### config.mk
export PLATFORM = sky130hd
export DESIGN_NAME = ps2_host_tx
export DESIGN_NICKNAME = d
export VERILOG_FILES = /design/src/rtl/ps2_host_tx.sv
export SDC_FILE = /design/constraint.sdc
export NUM_CORES = 1
export LEC_CHECK = 0
export ABC_AREA = 0
export BUFFER_PORTS_ARGS = -buffer_cell sky130_fd_sc_hd__clkbuf_2
export CORE_MARGIN = 10
export CORE_UTILIZATION = 60
export DETAILED_ROUTE_END_ITERATION = 7
export HOLD_SLACK_MARGIN = 0.02
export PLACE_DENSITY = 0.79
export SLEW_MARGIN = 20
export SYNTH_ARGS = -nofsm -noshare
export SYNTH_HDL_FRONTEND = slang
export SYNTH_SLANG_ARGS = --single-unit
### constraint.sdc
create_clock -name clk -period 3.1 [get_ports clk]
set_input_delay 0.62 -clock clk [delete_from_list [all_inputs] [get_ports clk]]
set_output_delay 0.62 -clock clk [all_outputs]
set_load 0.02 [all_outputs]
### src/rtl/ps2_host_tx.sv
// Host-to-device PS/2 transmitter: inhibits the bus, issues request-to-send, then
// shifts one command byte out on device clock falls and checks the device ACK.
module ps2_host_tx #(
  parameter int INHIBIT_CYCLES = 5000,
  parameter int TIMEOUT_CYCLES = 750000
) (
  input  logic       clk,
  input  logic       reset,
  input  logic [7:0] tx_data,
  input  logic       tx_valid,
  output logic       tx_ready,
  output logic       busy,
  output logic       tx_done,
  output logic       tx_error,
  input  logic       ps2_clk_in,
  input  logic       ps2_dat_in,
  output logic       ps2_clk_oe,
  output logic       ps2_dat_oe
);

  localparam int TMAX = (INHIBIT_CYCLES > TIMEOUT_CYCLES) ? INHIBIT_CYCLES : TIMEOUT_CYCLES;
  localparam int TW   = $clog2(TMAX + 1);
  localparam logic [TW-1:0] INH_LAST = TW'(INHIBIT_CYCLES - 1);
  localparam logic [TW-1:0] TO_LAST  = TW'(TIMEOUT_CYCLES - 1);

  typedef enum logic [2:0] {
    S_IDLE,
    S_INHIBIT,
    S_START,
    S_SHIFT,
    S_ACK,
    S_WAIT_IDLE
  } state_t;

  state_t        r_state;
  logic [9:0]    r_shift;
  logic [3:0]    r_edge_cnt;
  logic [TW-1:0] r_timer;
  logic          r_clk_s1, r_clk_s2, r_clk_prev, r_fall;
  logic          r_dat_s1, r_dat_s2;
  logic          r_tx_ready, r_busy, r_tx_done, r_tx_error, r_clk_oe, r_dat_oe;
  logic          w_timeout;

  // Idle bus level is high, so the synchronizers reset to 1 to avoid a false fall.
  always_ff @(posedge clk) begin
    if (reset) begin
      r_clk_s1   <= 1'b1;
      r_clk_s2   <= 1'b1;
      r_clk_prev <= 1'b1;
      r_dat_s1   <= 1'b1;
      r_dat_s2   <= 1'b1;
      r_fall     <= 1'b0;
    end else begin
      // NOTE: non-blocking assignments make each stage take the previous stage's old value.
      r_clk_s1   <= ps2_clk_in;
      r_clk_s2   <= r_clk_s1;
      r_clk_prev <= r_clk_s2;
      r_dat_s1   <= ps2_dat_in;
      r_dat_s2   <= r_dat_s1;
      r_fall     <= r_clk_prev & ~r_clk_s2;
    end
  end

  assign w_timeout = (r_timer == TO_LAST);

  always_ff @(posedge clk) begin
    if (reset) begin
      r_state    <= S_IDLE;
      r_shift    <= '0;
      r_edge_cnt <= '0;
      r_timer    <= '0;
      r_tx_ready <= 1'b1;
      r_busy     <= 1'b0;
      r_tx_done  <= 1'b0;
      r_tx_error <= 1'b0;
      r_clk_oe   <= 1'b0;
      r_dat_oe   <= 1'b0;
    end else begin
      r_tx_done  <= 1'b0;
      r_tx_error <= 1'b0;
      case (r_state)
        S_IDLE: begin
          r_clk_oe <= 1'b0;
          r_dat_oe <= 1'b0;
          // tx_ready comes back one cycle after the done/error pulse that entered IDLE.
          if (tx_valid && r_tx_ready) begin
            r_shift    <= {1'b1, ~^tx_data, tx_data};
            r_edge_cnt <= '0;
            r_timer    <= '0;
            r_clk_oe   <= 1'b1;
            r_tx_ready <= 1'b0;
            r_busy     <= 1'b1;
            r_state    <= S_INHIBIT;
          end else begin
            r_tx_ready <= 1'b1;
            r_busy     <= 1'b0;
          end
        end
        S_INHIBIT: begin
          if (r_timer == INH_LAST) begin
            r_dat_oe <= 1'b1;
            r_state  <= S_START;
          end else begin
            r_timer <= r_timer + 1'b1;
          end
        end
        S_START: begin
          r_clk_oe <= 1'b0;
          r_timer  <= '0;
          r_state  <= S_SHIFT;
        end
        S_SHIFT: begin
          if (r_fall) begin
            r_timer    <= '0;
            r_edge_cnt <= r_edge_cnt + 1'b1;
            r_dat_oe   <= ~r_shift[0];
            r_shift    <= {1'b1, r_shift[9:1]};
            if (r_edge_cnt == 4'd9) r_state <= S_ACK;
          end else if (w_timeout) begin
            r_clk_oe   <= 1'b0;
            r_dat_oe   <= 1'b0;
            r_tx_error <= 1'b1;
            r_state    <= S_IDLE;
          end else begin
            r_timer <= r_timer + 1'b1;
          end
        end
        S_ACK: begin
          if (r_fall) begin
            r_timer <= '0;
            if (!r_dat_s2) begin
              r_state <= S_WAIT_IDLE;
            end else begin
              r_tx_error <= 1'b1;
              r_state    <= S_IDLE;
            end
          end else if (w_timeout) begin
            r_clk_oe   <= 1'b0;
            r_dat_oe   <= 1'b0;
            r_tx_error <= 1'b1;
            r_state    <= S_IDLE;
          end else begin
            r_timer <= r_timer + 1'b1;
          end
        end
        S_WAIT_IDLE: begin
          if (r_clk_s2 && r_dat_s2) begin
            r_tx_done <= 1'b1;
            r_state   <= S_IDLE;
          end else if (w_timeout) begin
            r_clk_oe   <= 1'b0;
            r_dat_oe   <= 1'b0;
            r_tx_error <= 1'b1;
            r_state    <= S_IDLE;
          end else begin
            r_timer <= r_timer + 1'b1;
          end
        end
        default: r_state <= S_IDLE;
      endcase
    end
  end

  assign tx_ready   = r_tx_ready;
  assign busy       = r_busy;
  assign tx_done    = r_tx_done;
  assign tx_error   = r_tx_error;
  assign ps2_clk_oe = r_clk_oe;
  assign ps2_dat_oe = r_dat_oe;

endmodule
==> run_results.csv <==
group,metric,value,unit
run_status,status,"finished, final reports clean",
yosys,synth_area_per_cell,7.96,µm²
cells_and_area,drive_gt1_frac,0.133,
cells_and_area,multi_input_comb_area,0.00171,mm²
cells_and_area,seqCellArea,981,µm²
yosys,ys_types,63,
floorplan,rows,24,
setup_path,critical_path.max_fanout,19,
timing,fmax,396,MHz
routing,routed_wl,6950,µm
pwr,ir_worst_vdd,0.000280,V
clock_network,cts.sinks,49,
timing,final_max_slew_viol_count,0,
clock_network,clock_latency,320,ps
routing,viasPerCell,6.68,
floorplan,core_area,0.00447,mm²
global_route,grt_antenna_before_repair,0,
place,dp_worst_setup_slack,661,ps
global_route,grt_pass1_wl,11900,µm
cells_and_area,fin_nets,376,
yosys,async_flop_share,0,
run,drv_cap,0,
timing,finClkSkew,5.31,ps
global_route,grt-ovfl-total,0,
timing,setup_viol,0,
cells_and_area,final_common_cell,"dfxtp_1",
clock_network,cts_setup_buffers,0,
global_route,grt_pass1_vias,2557,
routing,detail_route.first_pass.iterations,5,
yosys,yosysSeqAreaShare,0.346,
clock_network,cts_tree,"done",
clock_network,cts_resized,0,
yosys,synth_edf_count,0,
yosys,synth.cell_area,0.00283,mm²
place,dp_hpwl,4750,µm
place,io_buffers,18,
place,gp_congestion,0.962,
routing,ant_nets,0,
floorplan,die_area,0.00787,mm²
timing,worstMarginPinSlew,856,ps
clock_network,cts_root_buf,"clkbuf_8",
yosys,syn_nets,372,
global_route,grt_max_degree,37,
global_route,grt_use_total,0.185,
cells_and_area,fillers,380,
floorplan,pin_count,19,
pwr,power_leakage,0.00106,µW
pwr,p_per_area,513,mW/mm²
routing,dr.first_iter.drc_count,330,
worst_hold_path,hp-class,"flop to flop",
timing,setup_tns,0,ps
routing,num_vias,2759,
setup_path,r2r_slack,570,ps
setup_path,worstSetupPathType,"flop to flop",
routing,avgRoutedWirePerCell,16.8,µm
setup_path,worstSetupStartpointType,"flop",
timing,rsz0062_at_grt,"false",
setup_path,r2r-end,"r_timer[18]",
setup_path,reg2reg_from,"r_state[0]",
setup_path,cp.arrival,2760,ps
timing,worst_slack,575,ps
setup_path,crit_required,3330,ps
timing,relSlewSlack,0.429,
setup_path,crit_path_start,"r_state[0]",
yosys,synth_flop_cell,"dfxtp_1",
yosys,yosys_warnings,0,
cells_and_area,area_growth_syn_to_layout,6.93,%
clock_network,clk_pin_slew,90,ps
cells_and_area,layout_common_cells,"49 x dfxtp_1, 30 x nor2_1, 28 x nand3_1, 27 x nand2_1, 26 x a21oi_1",
setup_path,cp-end-kind,"flop",
timing,finalHoldViolations,0,
floorplan,chipWidth,88.7,µm
yosys,ys_seq_elements,49,
clock_network,clock_path_buffers,2,
floorplan,initial_core_util,0.633,
setup_path,cp-endpoint,"r_timer[18]",
cells_and_area,n_antenna_cell,0,
floorplan,die_h,88.7,µm
clock_network,h-tree-depth,2,
yosys,syn_inst,356,
clock_network,cts_hold_buf,0,
setup_path,worstRegToRegCells,6,
routing,drc_errors,0,
clock_network,cts_buffers,5,
timing,layout_min_cycle_time,2530,ps
timing,fin_crit_sh,0.815,
[cells in the mapped netlist, types with 3 or more instances]
library cell  number  area [µm²]
a21boi_0           3        22.5
nand3_1           28         140
nor4_1             3        18.8
and3_1             5        31.3
xnor2_1            7        61.3
nand4_1           11        68.8
nor3_1             6        30.0
nand2b_1           6        37.5
nor3b_1            5        37.5
o32ai_1            4        35.0
a22oi_1            4        30.0
or2_2              7        43.8
or4_1              6        45.0
o31ai_1            3        22.5
a21oi_1           26         130
inv_1             10        37.5
nand4b_1           4        35.0
nor2b_1            5        31.3
o21ai_0           15        75.1
clkbuf_1          15        56.3
or3_1              4        25.0
nand2_1           27         101
a211oi_1           4        30.0
dfxtp_1           49         981
ha_1               3        37.5
nor2_1            30         113
a311oi_1          10        87.6
buf_2              9        45.0
a32oi_1            3        26.3
[where the power goes]
part           switching [µW]  internal, µW  total, µW
registers                45.8           668        714
clock network             229           263        492
logic                     221           127        349
[how the worst min path moves through the flow]
| stage | from | endpoint | slack (ps) | cells after the start |
|---|---|---|---|---|
| CTS | r_clk_prev | r_fall | 420 | 2 |
| detailed placement | r_clk_s1 | r_clk_s2 | 400 | 1 |
| finish | r_clk_prev | r_fall | 420 | 2 |
| floorplan | r_clk_s1 | r_clk_s2 | 390 | 1 |
| global placement | r_clk_prev | r_fall | 390 | 2 |
| global route | r_clk_s1 | r_clk_s2 | 430 | 1 |
[routing by layer]
metal  vias up  GRT usage  wire length, µm
li1       1345          -                -
met1      1257      0.257             3130
met2       141      0.263             2950
met3        16     0.0469              760
met4         0     0.0764              103
met5         -          0                0
[layout make-up]
| type | instances | share of cell area |
|---|---|---|
| Multi-Input combinational cell | 272 | 0.563 |
| Sequential cell | 49 | 0.324 |
| Timing Repair Buffer | 22 | 0.0397 |
| Clock buffer | 6 | 0.0273 |
| Tap cell | 52 | 0.0215 |
| Clock inverter | 2 | 0.0124 |
| Inverter | 10 | 0.0124 |
[cell families after synthesis]
group / count (synthesis) / share of synthesized area
and+or+nand+nor: 164 / 0.326
AOI/OAI and AO/OA: 97 / 0.237
DFF: 49 / 0.346
muxes: 1 / 0.00397
buffers and inverters: 35 / 0.0517
adders and majority gates: 3 / 0.0133
xor gates and xnor gates: 7 / 0.0216
[stage by stage]
step / hold WS (ps) / cell area (µm²) / instances / power, µW / utilization
final: 420 / 3030 / 413 / 1550 / 0.677
after global routing: 434 / 3030 / 413 / 1630 / 0.677
after CTS: 424 / 3030 / 413 / 1550 / 0.677
after detailed placement: 401 / 2910 / 405 / 1070 / 0.650
after global placement: 395 / 2910 / 405 / 1060 / 0.650
after floorplan: 389 / 2830 / 356 / 990 / -
[worst max-delay path: stages, from the launching register on]
cell	delay (ps)
dfxtp_1	680
and2b_1	200
buf_4	200
nand2b_1	250
nand2_1	530
nand3_1	260
o32ai_1	310
[registers in the layout, indices dropped and copies added, names as in the netlist, 3 cells and up]
signal / count
r_timer: 20
r_shift: 10
r_state: 3
r_edge_cnt: 4
(Power assumes the default switching activity.)
